==> config.mk <==
export PLATFORM = sky130hd
export DESIGN_NAME = pixel_packet_assembler
export DESIGN_NICKNAME = d
export VERILOG_FILES = /design/src/rtl/pixel_asm_pkg.sv /design/src/rtl/stall_timeout_timer.sv /design/src/rtl/pixel_packet_assembler.sv
export SDC_FILE = /design/constraint.sdc
export NUM_CORES = 1
export LEC_CHECK = 0
export ABC_AREA = 1
export CORE_UTILIZATION = 55
export CTS_BUF_LIST = sky130_fd_sc_hd__clkbuf_4 sky130_fd_sc_hd__clkbuf_8
export DETAILED_ROUTE_END_ITERATION = 8
export GPL_ROUTABILITY_DRIVEN = 0
export PLACE_DENSITY = 0.79
export SYNTH_ARGS = -nofsm -noshare
export SYNTH_HDL_FRONTEND = slang
export SYNTH_HIERARCHICAL = 1
export SYNTH_SLANG_ARGS = --single-unit
==> constraint.sdc <==
create_clock -name clk -period 3.8 [get_ports clk]
set_input_delay 0.95 -clock clk [delete_from_list [all_inputs] [get_ports clk]]
set_output_delay 0.95 -clock clk [all_outputs]
set_load 0.05 [all_outputs]
==> src/rtl/pixel_asm_pkg.sv <==
// Shared types and constants for the pixel packet assembler.
//   state_t    : assembler FSM states
//   err_code_t : sticky error code reported on err_code
//   DEFAULT_SYNC_BYTE : start-of-frame marker used when no override is given
package pixel_asm_pkg;

    typedef enum logic [1:0] {
        HUNT    = 2'd0,
        CAM     = 2'd1,
        PAYLOAD = 2'd2,
        CHECK   = 2'd3
    } state_t;

    typedef enum logic [1:0] {
        ERR_NONE    = 2'b00,
        ERR_TIMEOUT = 2'b01,
        ERR_CSUM    = 2'b10
    } err_code_t;

    localparam logic [7:0] DEFAULT_SYNC_BYTE = 8'hAA;

endpackage

==> src/rtl/stall_timeout_timer.sv <==
// Counts consecutive stalled cycles and pulses 'expired' on the TIMEOUT_CYCLES-th one.
// Ports:
//   clk     in  : system clock
//   reset   in  : synchronous active-high reset
//   enable  in  : count this cycle (stalled while mid-frame)
//   clear   in  : restart the count (progress made, or not mid-frame); wins over enable
//   expired out : one-cycle pulse on the cycle the limit is reached
// TIMEOUT_CYCLES = 0 removes the counter and holds 'expired' low.
module stall_timeout_timer #(
    parameter int unsigned TIMEOUT_CYCLES = 1_000_000
) (
    input  logic clk,
    input  logic reset,
    input  logic enable,
    input  logic clear,
    output logic expired
);

    generate
        if (TIMEOUT_CYCLES == 0) begin : g_off
            logic unused_inputs;
            assign unused_inputs = ^{clk, reset, enable, clear};
            assign expired       = 1'b0;
        end else begin : g_on
            localparam int unsigned CW = $clog2(TIMEOUT_CYCLES + 1);

            logic [CW-1:0] cnt_q, cnt_d;
            logic          at_limit;

            // cnt_q holds the number of stalled cycles already seen, so the
            // current stalled cycle is the last allowed one when it equals limit-1.
            assign at_limit = (cnt_q == CW'(TIMEOUT_CYCLES - 1));
            assign expired  = enable && !clear && at_limit;

            always_comb begin
                cnt_d = cnt_q;
                if (clear) begin
                    cnt_d = '0;
                end else if (enable) begin
                    cnt_d = at_limit ? '0 : cnt_q + CW'(1);
                end
            end

            always_ff @(posedge clk) begin
                if (reset) begin
                    cnt_q <= '0;
                end else begin
                    cnt_q <= cnt_d;
                end
            end
        end
    endgenerate

endmodule

==> src/rtl/pixel_packet_assembler.sv <==
// Pops bytes from a first-word-fall-through UART RX FIFO, hunts for the sync byte,
// packs CHANNELS bytes per pixel, counts TOTAL_PIXELS pixels, optionally checks an
// XOR trailer and aborts frames that stall for TIMEOUT_CYCLES cycles.
// Ports:
//   clk, reset     in  : clock, synchronous active-high reset
//   empty          in  : FIFO empty
//   pop_data       in  : FIFO head, valid while empty=0
//   pop            out : consume FIFO head at this edge (combinational)
//   cam_mode       in  : 1 = camera handshake only, sampled with the sync byte
//   pixel_data     out : assembled pixel, channel 0 in the MSBs
//   pixel_valid    out : one-cycle pulse with pixel_data/pixel_idx
//   pixel_idx      out : 0-based index of the pixel on pixel_data
//   frame_done     out : one-cycle pulse, good frame end
//   frame_err      out : one-cycle pulse, aborted frame
//   err_code       out : 00 none, 01 timeout, 10 checksum; sticky until next sync
//   sync_drop_cnt  out : saturating count of bytes discarded while hunting
module pixel_packet_assembler
    import pixel_asm_pkg::*;
#(
    parameter int unsigned            DATA_WIDTH      = 8,
    parameter int unsigned            CHANNELS        = 3,
    parameter int unsigned            TOTAL_PIXELS    = 9600,
    parameter int unsigned            PIXEL_CNT_WIDTH = 16,
    parameter logic [DATA_WIDTH-1:0]  SYNC_BYTE       = DATA_WIDTH'(DEFAULT_SYNC_BYTE),
    parameter bit                     CHECKSUM_EN     = 1'b1,
    parameter int unsigned            TIMEOUT_CYCLES  = 1_000_000
) (
    input  logic                          clk,
    input  logic                          reset,
    input  logic                          empty,
    input  logic [DATA_WIDTH-1:0]         pop_data,
    output logic                          pop,
    input  logic                          cam_mode,
    output logic [CHANNELS*DATA_WIDTH-1:0] pixel_data,
    output logic                          pixel_valid,
    output logic [PIXEL_CNT_WIDTH-1:0]    pixel_idx,
    output logic                          frame_done,
    output logic                          frame_err,
    output logic [1:0]                    err_code,
    output logic [7:0]                    sync_drop_cnt
);

    localparam int unsigned PW     = CHANNELS * DATA_WIDTH;
    localparam int unsigned CHAN_W = (CHANNELS > 1) ? $clog2(CHANNELS) : 1;

    localparam logic [CHAN_W-1:0]          LAST_CHAN = CHAN_W'(CHANNELS - 1);
    localparam logic [PIXEL_CNT_WIDTH-1:0] LAST_PIX  = PIXEL_CNT_WIDTH'(TOTAL_PIXELS - 1);

    state_t                     state_q, state_d;
    logic [CHAN_W-1:0]          chan_q, chan_d;
    logic [PIXEL_CNT_WIDTH-1:0] pix_cnt_q, pix_cnt_d;
    logic [DATA_WIDTH-1:0]      csum_q, csum_d;
    logic [PW-1:0]              shift_q, shift_d;
    logic [PW-1:0]              pixel_data_q, pixel_data_d;
    logic [PIXEL_CNT_WIDTH-1:0] pixel_idx_q, pixel_idx_d;
    logic                       pixel_valid_q, pixel_valid_d;
    logic                       frame_done_q, frame_done_d;
    logic                       frame_err_q, frame_err_d;
    err_code_t                  err_q, err_d;
    logic [7:0]                 drop_q, drop_d;

    logic pop_raw;
    logic in_frame;
    logic expired;

    assign in_frame = (state_q == PAYLOAD) || (state_q == CHECK);
    // Held low in reset so a reset mid-frame never drains the FIFO.
    assign pop      = pop_raw && !reset;

    stall_timeout_timer #(
        .TIMEOUT_CYCLES (TIMEOUT_CYCLES)
    ) u_timer (
        .clk     (clk),
        .reset   (reset),
        .enable  (in_frame && empty),
        .clear   (pop_raw || !in_frame),
        .expired (expired)
    );

    always_comb begin
        state_d       = state_q;
        chan_d        = chan_q;
        pix_cnt_d     = pix_cnt_q;
        csum_d        = csum_q;
        shift_d       = shift_q;
        pixel_data_d  = pixel_data_q;
        pixel_idx_d   = pixel_idx_q;
        pixel_valid_d = 1'b0;
        frame_done_d  = 1'b0;
        frame_err_d   = 1'b0;
        err_d         = err_q;
        drop_d        = drop_q;
        pop_raw       = 1'b0;

        unique case (state_q)
            HUNT: begin
                pop_raw = !empty;
                if (!empty) begin
                    if (pop_data == SYNC_BYTE) begin
                        err_d     = ERR_NONE;
                        chan_d    = '0;
                        pix_cnt_d = '0;
                        csum_d    = '0;
                        state_d   = cam_mode ? CAM : PAYLOAD;
                    end else if (drop_q != 8'hFF) begin
                        drop_d = drop_q + 8'd1;
                    end
                end
            end

            CAM: begin
                frame_done_d = 1'b1;
                state_d      = HUNT;
            end

            PAYLOAD: begin
                pop_raw = !empty;
                if (!empty) begin
                    shift_d = (shift_q << DATA_WIDTH) | PW'(pop_data);
                    csum_d  = csum_q ^ pop_data;
                    if (chan_q == LAST_CHAN) begin
                        chan_d        = '0;
                        pixel_data_d  = shift_d;
                        pixel_idx_d   = pix_cnt_q;
                        pixel_valid_d = 1'b1;
                        if (pix_cnt_q == LAST_PIX) begin
                            if (CHECKSUM_EN) begin
                                state_d = CHECK;
                            end else begin
                                state_d      = HUNT;
                                frame_done_d = 1'b1;
                            end
                        end else begin
                            pix_cnt_d = pix_cnt_q + PIXEL_CNT_WIDTH'(1);
                        end
                    end else begin
                        chan_d = chan_q + CHAN_W'(1);
                    end
                end else if (expired) begin
                    state_d     = HUNT;
                    frame_err_d = 1'b1;
                    err_d       = ERR_TIMEOUT;
                end
            end

            CHECK: begin
                pop_raw = !empty;
                if (!empty) begin
                    state_d = HUNT;
                    if (pop_data == csum_q) begin
                        frame_done_d = 1'b1;
                    end else begin
                        frame_err_d = 1'b1;
                        err_d       = ERR_CSUM;
                    end
                end else if (expired) begin
                    state_d     = HUNT;
                    frame_err_d = 1'b1;
                    err_d       = ERR_TIMEOUT;
                end
            end

            default: state_d = HUNT;
        endcase
    end

    always_ff @(posedge clk) begin
        if (reset) begin
            state_q       <= HUNT;
            chan_q        <= '0;
            pix_cnt_q     <= '0;
            csum_q        <= '0;
            shift_q       <= '0;
            pixel_data_q  <= '0;
            pixel_idx_q   <= '0;
            pixel_valid_q <= 1'b0;
            frame_done_q  <= 1'b0;
            frame_err_q   <= 1'b0;
            err_q         <= ERR_NONE;
            drop_q        <= '0;
        end else begin
            state_q       <= state_d;
            chan_q        <= chan_d;
            pix_cnt_q     <= pix_cnt_d;
            csum_q        <= csum_d;
            shift_q       <= shift_d;
            pixel_data_q  <= pixel_data_d;
            pixel_idx_q   <= pixel_idx_d;
            pixel_valid_q <= pixel_valid_d;
            frame_done_q  <= frame_done_d;
            frame_err_q   <= frame_err_d;
            err_q         <= err_d;
            drop_q        <= drop_d;
        end
    end

    assign pixel_data    = pixel_data_q;
    assign pixel_idx     = pixel_idx_q;
    assign pixel_valid   = pixel_valid_q;
    assign frame_done    = frame_done_q;
    assign frame_err     = frame_err_q;
    assign err_code      = err_q;
    assign sync_drop_cnt = drop_q;

endmodule

==> reports/results.tsv, run 1 <==
metric	value	unit
cts_tree	built	
ant_nets	0	
postRouteWirelength	13700	µm
synth_area	5430	µm²
drt-vias-per-instance	5.38	
yosys_warnings	6	
clk_latency	430	ps
rsz0062_at_grt	false	
syn_inst	786	
hold_buffers	0	
drv_cap	0	
drive_gt1_share	8.83	%
grt_pass1_wl	22600	µm
synthesis.nets	801	
portBuffers	65	
ys_seq_elements	117	
ys_seq_area_share	43.2	%
crit_arrival	2170	ps
hold_class	flop to flop	
syn_avg_cell_area	6.90	µm²
drcViolationCount	0	
htreeDepth	4	
grt_pass1_vias	4955	
initial_core_util	57.6	%
clk_pin_slew_worst_paths	60	ps
fp.dieW	101	µm
insertedDiodeCount	0	
cp_cell_sequence	clkdlybuf4s50_1 -> inv_1 -> nand2_1 -> nor2_1 -> buf_12	
fin_area	6590	µm²
worst_clock_skew	8.57	ps
synth_top_area_cell	dfxtp_1	
nNetsFinal	863	
end_kind	output port	
p_total	2570	µW
cts_buffers	17	
routedWlPerCell	13.8	µm
root_buffer	clkbuf_8	
setup_viol	0	
slew_violations	0	
fmax	320	MHz
p_leak	0.00247	µW
grt_overflow	0	
clockBufferDepth	2	
area_delta_synth_final	21.4	%
crit_type	primary input to output port	
fillCellCount	794	
finalCriticalPeriod	3120	ps
cts_resized	0	
tightest_slew	523	ps
io-pin-count	66	
die-height	101	µm
fin_ws	680	ps
peakVddDrop	0.000295	V
vias	5326	
track_usage	28.2	%
coreArea	9420	µm²
powerDensity	390	nW/µm²
yosysUniqueCellTypes	35	
place_area	6150	µm²
netlist_top_cells_area	dfxtp_1 43%, nand2_1 13%, nor2_1 8.9%, a21oi_1 6.2%, o21ai_0 6.2%	
fin_tns_setup	0	ps
preCtsSetupSlack	692	ps
cp_slowest_stage_delay	540	ps
slew_headroom	65.0	%
postCtsSetupBuffers	0	
cp_slowest_cell	clkdlybuf4s50_1	
status	complete, no violations	
fin_hold_ws	470	ps
hold_viol_final	0	
cp_max_fo	7	
dp_hpwl	9400	µm
core.rowCount	35	
drt_pass1_iterations	7	
antenna_found_initial	0	
synth_top_area_share	43.2	%
cts.sinks	117	
drt_iter0_markers	367	
min_period_over_period	82.1	%
start_kind	primary input	
grt_max_degree	47	
fp.dieArea	10300	µm²
worstPathRequired	2850	ps
==> cells by family after synthesis <==
kind of cell	count (synthesis)	synth area share, %
fa+ha+maj	3	0.692
xor+xnor	15	2.42
compound gates	152	14.3
mux	1	0.185
flops	117	43.2
buf+inv	101	7.75
simple gates	397	31.5
==> layout make-up <==
cell class / count / area (µm²) / share of cell area (%)
inverter: 73 / 277 / 4.20
tap: 129 / 161 / 2.45
clock buffer: 22 / 284 / 4.31
sequential: 117 / 2340 / 35.6
multi-input combinational: 568 / 2660 / 40.4
timing repair buffer: 71 / 706 / 10.7
clock inverter: 10 / 153 / 2.32
==> sequential cells by signal, summed over array words and instances, names as in the netlist <==
register	count
pixel_data	24
u_timer/g_on.cnt_q	20
pix_cnt_q	16
pixel_idx	16
shift_q	16
csum_q	8
sync_drop_cnt	8
chan_q	2
err_code	2
state_q	2
frame_done	1
frame_err	1
pixel_valid	1
==> final timing paths <==
kind,to,slack (ps),depth (start not counted),start
max,pop,680,5,empty
min,shift_q[9],470,2,shift_q[9]
max reg2reg,pixel_data[1],1530,8,state_q[1]
min reg2reg,shift_q[9],470,2,shift_q[9]
==> report_power, final <==
| part | total [µW] | leakage, µW | internal [µW] | switching (µW) |
|---|---|---|---|---|
| logic | 82.2 | 0.00130 | 27.7 | 54.5 |
| clock network | 1250 | 0.000227 | 765 | 489 |
| registers | 1230 | 0.000942 | 1230 | 2.96 |
| total | 2570 | 0.00247 | 2020 | 547 |
==> synthesized netlist by cell type <==
cell and count:
o21ai_0 67, nand2_1 182, nand3_2 3, inv_2 6, nor2_8 1, buf_1 1, nor2_2 14, xor2_1 11
inv_1 64, o21ai_1 10, inv_4 1, clkinv_1 2, or2_1 1, mux2i_1 1, nor3_1 6, clkbuf_1 11
nor3_2 1, nand2_4 2, xnor2_1 4, nor2_4 3, a31oi_1 4, o311ai_0 1, buf_6 1, nand2_2 4
buf_4 5, dfxtp_1 117, o21bai_1 2, buf_2 10, nand3_1 38, nor2_1 128, ha_1 3, or2_2 2
a211oi_1 1, nand4_1 12, a21oi_1 67
==> per-layer routing <==
metal,wire (µm),vias up,GRT usage (%)
met5,0,-,0
li1,-,2647,-
met4,306,0,12.9
met1,5710,2472,32.7
met3,800,32,7.52
met2,6850,175,48.8
==> metrics by stage <==
stage	instances	util, %
finish	990	69.9
global route	990	69.9
CTS	990	69.9
detailed placement	958	65.3
global placement	958	65.3
floorplan	786	-
==> layout by cell type (no fill, tap or decap), drive strengths merged, types with 11 or more instances in the layout <==
cell type	n
xor2	11
nand3	41
nand2	188
nand4	12
dfxtp	117
nor2	146
clkbuf	22
a21oi	67
clkdlybuf4s50	64
o21ai	77
inv	71
==> worst max-delay path, delay by kind of cell <==
kind	cells	cell delay, ps
buf+inv	3	950
simple gates	2	270
Note: power is estimated with default switching activity, not from simulation.
==> run 2: changes to the inputs <==
==> constraint.sdc (replaced) <==
create_clock -name clk -period 2.9 [get_ports clk]
set_input_delay 0.725 -clock clk [delete_from_list [all_inputs] [get_ports clk]]
set_output_delay 0.725 -clock clk [all_outputs]
set_load 0.05 [all_outputs]
==> reports/results.tsv, run 2 (synthesis gave the netlist of run 1 again) <==
metric	value	unit	change
slew_violations	0		unchanged
preCtsSetupSlack	156	ps	-536 ps
drive_gt1_share	8.72	%	-0.11 points
core.rowCount	35		unchanged
antenna_found_initial	0		unchanged
p_seq_share	52.1	%	+4.1 points
swShare	21.7	%	+0.45 points
postCtsSetupBuffers	0		unchanged
area_delta_synth_final	20.5	%	
cts_resized	0		unchanged
tightest_slew	535	ps	+12.0 ps
worstHoldEndpoint	shift_q[9]		
cp_slowest_stage_delay	430	ps	-110 ps
reg2reg_from	state_q[1]		
end_kind	output port		
grt_pass1_wl	21800	µm	-3.3%
drt-vias-per-instance	5.34		-0.73%
rr_endpoint	err_code[0]		
worst_clock_skew	10.8	ps	+2.21 ps
fin_area	6540	µm²	-0.72%
dp_hpwl	9170	µm	-2.5%
p_leak	0.00246	µW	-0.70%
clockBufferDepth	2		unchanged
routedWlPerCell	13.3	µm	-3.8%
largest_register_ffs	24		unchanged
cp_max_fo	5		-2
crit_arrival	1790	ps	-380 ps
portBuffers	65		unchanged
vias	5282		-0.83%
combPwrFrac	3.6	%	+0.4 points
fin_tns_setup	0	ps	unchanged
drv_cap	0		unchanged
die-height	101	µm	unchanged
hold_depth	2		unchanged
peakVddDrop	0.000457	V	+55%
postRouteWirelength	13100	µm	-3.9%
grt_max_degree	72		+53%
r2r_slack	830	ps	-700 ps
htreeDepth	4		unchanged
hold_viol_final	0		unchanged
grt_pass1_vias	4764		-3.9%
drt_pass1_iterations	5		-2
layout_common_cells	182 x nand2_1, 128 x nor2_1, 117 x dfxtp_1		
drcViolationCount	0		unchanged
crit_type	primary input to output port		
drt_iter0_markers	315		-14%
p_int	2430	µW	+20%
fp.dieW	101	µm	unchanged
setup_viol	0		unchanged
p_sw	674	µW	+23%
insertedDiodeCount	0		unchanged
cts_tree	built		
fin_hold_ws	467	ps	-3.55 ps
hold_buffers	0		unchanged
clk_latency	430	ps	about the same
io-pin-count	66		unchanged
grt_overflow	0		unchanged
slew_headroom	64.2	%	-0.80 points
clkPwrFrac	44.4	%	-4.4 points
clk_pin_slew_worst_paths	60	ps	about the same
hold_start	shift_q[9]		
cp_slowest_cell	clkdlybuf4s50_1		
root_buffer	clkbuf_8		
start_kind	primary input		
rsz0062_at_grt	false		
coreArea	9420	µm²	unchanged
hold_class	flop to flop		
layout_commonest_cell	nand2_1		
fp.dieArea	10300	µm²	unchanged
status	complete, no violations		
r2r_cells	12		+4
cp_cell_sequence	clkdlybuf4s50_1 -> buf_4 -> inv_1 -> nand2_1 -> nor2_1 -> buf_12		
nNetsFinal	865		+0.23%
track_usage	27.2	%	-1.0 points
fin_ws	389	ps	-291 ps
cts_buffers	17		unchanged
place_area	6180	µm²	+0.45%
finalCriticalPeriod	2510	ps	
cts.sinks	117		unchanged
initial_core_util	57.6	%	unchanged
ant_nets	0		unchanged
min_period_over_period	86.6	%	
fmax	398	MHz	
worstPathRequired	2170	ps	-680 ps
powerDensity	474	nW/µm²	+22%
run 2: changes by cell type in the layout (fill, tap and decap cells not counted), sizes merged:
cell	change
bufinv	-3
clkinvlp	-1
clkbuf	+2
buf	+2
clkinv	-1
run 2: power by group through the flow:
stage	Clock (µW)	Combinational, µW	Sequential, µW
floorplan	0	52.3	1660
global placement	0	108	1650
CTS	1400	110	1610
finish	1380	111	1610
detailed placement	0	110	1650
global route	1480	120	1610
run 2: per-layer routing:
layer | track usage (%) | routed length [µm]
met3 | 5.11 | 707
met1 | 33.8 | 5720
met4 | 13.3 | 224
met5 | 0 | 0
met2 | 45.5 | 6490
run 2: final cells by class:
type	count	area [µm²]
Fill cell	789	2880
Multi-Input combinational cell	568	2660
Timing Repair Buffer	73	733
Sequential cell	117	2340
Clock inverter	5	50.0
Clock buffer	24	312
Inverter	73	277
Tap cell	129	161
run 2: how the worst max path moves through the flow:
stage | from | endpoint | cells after the start
floorplan | reset | pop | 3
global placement | empty | state_q[1] | 14
detailed placement | empty | err_code[0] | 13
CTS | empty | pop | 6
global route | empty | pop | 6
finish | empty | pop | 6
run 2: metrics by stage:
step           std cells  total power (µW)  utilization, %
2_1_floorplan        786              1710               -
3_3_place_gp         960              1760            65.6
3_5_place_dp         960              1760            65.6
4_1_cts              989              3120            69.4
5_1_grt              989              3220            69.4
6_report             989              3100            69.4
run 2: critical path: cells and delay by family:
family	cells	cell delay [ps]
buf+inv	4	830
simple gates	2	230
==> run 3: changes to the inputs <==
--- a/config.mk
+++ b/config.mk
@@ -6,11 +6,11 @@
 export NUM_CORES = 1
 export LEC_CHECK = 0
 export ABC_AREA = 1
-export CORE_UTILIZATION = 55
+export CORE_UTILIZATION = 52
 export CTS_BUF_LIST = sky130_fd_sc_hd__clkbuf_4 sky130_fd_sc_hd__clkbuf_8
 export DETAILED_ROUTE_END_ITERATION = 8
 export GPL_ROUTABILITY_DRIVEN = 0
-export PLACE_DENSITY = 0.79
+export PLACE_DENSITY = 0.78
 export SYNTH_ARGS = -nofsm -noshare
 export SYNTH_HDL_FRONTEND = slang
 export SYNTH_HIERARCHICAL = 1
==> constraint.sdc (replaced) <==
create_clock -name clk -period 2.2 [get_ports clk]
set_input_delay 0.55 -clock clk [delete_from_list [all_inputs] [get_ports clk]]
set_output_delay 0.55 -clock clk [all_outputs]
set_load 0.05 [all_outputs]
==> reports/results.tsv, run 3 (synthesis gave the netlist of run 1 again) <==
metric	value	unit	change
status	complete, no violations		
final_util	68.8	%	-0.62 points
clockBufferDepth	2		unchanged
grt_pass1_vias	5048		+6.0%
core.rowCount	36		+2.9%
setup_viol	0		unchanged
area_delta_synth_final	26.3	%	
fmax	461	MHz	
fin_tns_setup	0	ps	unchanged
r2r_cells	9		-3
hold_class	flop to flop		
powerDensity	644	nW/µm²	+36%
layout_commonest_cell	nand2_1		
initial_core_util	54.5	%	-3.1 points
fp.dieArea	10800	µm²	+5.7%
peakVddDrop	0.000484	V	+6.0%
insertedDiodeCount	0		unchanged
largest_register_ffs	24		unchanged
coreArea	9950	µm²	+5.7%
postRouteWirelength	13500	µm	+2.6%
fin_hold_ws	467	ps	+0.0390 ps
rr_endpoint	pix_cnt_q[1]		
ant_nets	0		unchanged
die-height	104	µm	+2.8%
slew_headroom	63.8	%	-0.46 points
end_kind	output port		
hold_start	shift_q[5]		
vias	5317		+0.66%
htreeDepth	4		unchanged
clk_latency	430	ps	about the same
crit_type	primary input to output port		
drv_cap	0		unchanged
drive_gt1_share	12.0	%	+3.2 points
cts.sinks	117		unchanged
drt_iter0_markers	313		-0.63%
rsz0062_at_grt	false		
grt_max_degree	72		unchanged
layout.area.seq	2340	µm²	about the same
slew_violations	0		unchanged
multiInputGateArea	2670	µm²	+0.19%
hold_viol_final	0		unchanged
worstSetupStartpoint	empty		
start_kind	primary input		
root_buffer	clkbuf_8		
min_period_over_period	98.6	%	
worstHoldEndpoint	shift_q[5]		
nNetsFinal	890		+2.9%
antenna_found_initial	0		unchanged
p_leak	0.00280	µW	+14%
track_usage	25.8	%	-1.4 points
layout_common_cells	182 x nand2_1, 126 x nor2_1, 116 x dfxtp_1		
hold_depth	2		unchanged
fillCellCount	852		+8.0%
reg2reg_from	state_q[0]		
cp_max_fo	5		unchanged
cts_buffers	17		unchanged
tightest_slew	543	ps	+7.76 ps
cts_tree	built		
fin_area	6850	µm²	+4.8%
io-pin-count	66		unchanged
crit_arrival	1620	ps	-170 ps
dp_hpwl	9520	µm	+3.8%
drt_pass1_iterations	5		unchanged
routedWlPerCell	13.2	µm	-0.47%
drcViolationCount	0		unchanged
drt-vias-per-instance	5.21		-2.4%
r2r_slack	360	ps	-470 ps
fp.dieW	104	µm	+2.8%
clk_pin_slew_worst_paths	60	ps	about the same
worstPathRequired	1650	ps	-520 ps
place_area	6390	µm²	+3.5%
grt_overflow	0		unchanged
finalCriticalPeriod	2170	ps	
grt_pass1_wl	22700	µm	+3.9%
p_total	4410	µW	+42%
portBuffers	65		unchanged
worst_clock_skew	7.56	ps	-3.22 ps
[run 3: changes by cell type in the layout (fill, tap and decap cells not counted), sizes merged]
cell,delta
clkinv,-1
clkdlybuf4s50,-16
dlymetal6s2s,+9
dlygate4sd2,+7
buf,+25
bufinv,+2
clkinvlp,+2
clkbuf,-1
[run 3: worst max-delay path by stage]
stage | endpoint | slack [ps] | cells after the start
2_1_floorplan | pop | 40 | 3
6_report | pop | 30 | 6
5_1_grt | pixel_idx[2] | 0.9 | 1
3_5_place_dp | state_q[1] | -290 | 14
3_3_place_gp | state_q[1] | -250 | 14
4_1_cts | err_code[0] | 3 | 1
[run 3: where the power goes]
part	internal, µW	total, µW	switching [µW]
Sequential	2120	2130	4.44
Combinational	64.2	163	98.9
Clock	1290	2120	834
[run 3: worst max-delay path, cell delays in order]
cell and delay, ps:
clkdlybuf4s50_1 440, buf_4 180, inv_2 90, nand2_1 70, nor2_2 140, buf_12 150
[run 3: stage by stage]
stage,std cells,setup slack (ps)
global route,1020,0.871
detailed placement,989,-292
finish,1020,30.9
CTS,1020,2.76
global placement,989,-250
floorplan,786,40.0
[run 3: what timing repair did]
action | CTS | global route
gates resized for setup | 9 | 11
setup buffers | 0 | 0
gates cloned | 0 | 0
hold buffers | 0 | 0
hold endpoints to repair | 0 | 0
setup endpoints to repair | 8 | 12
[run 3: final cells by class]
type / count / share of cell area [%]
Clock inverter: 8 / 1.75
Tap cell: 133 / 2.43
Multi-Input combinational cell: 568 / 38.9
Sequential cell: 117 / 34.2
Inverter: 73 / 4.04
Timing Repair Buffer: 98 / 14.0
Clock buffer: 23 / 4.62
[run 3: per-layer routing]
layer  vias to the layer above  routed length, µm  part of all wire, %  GRT usage (%)
li1                       2711                  -                    -              -
met1                      2449               5860                   43           31.0
met2                       135               6810                   50           44.4
met3                        22                666                  4.9           6.27
met4                         0                156                  1.2           9.49
met5                         -                  0                    0              0
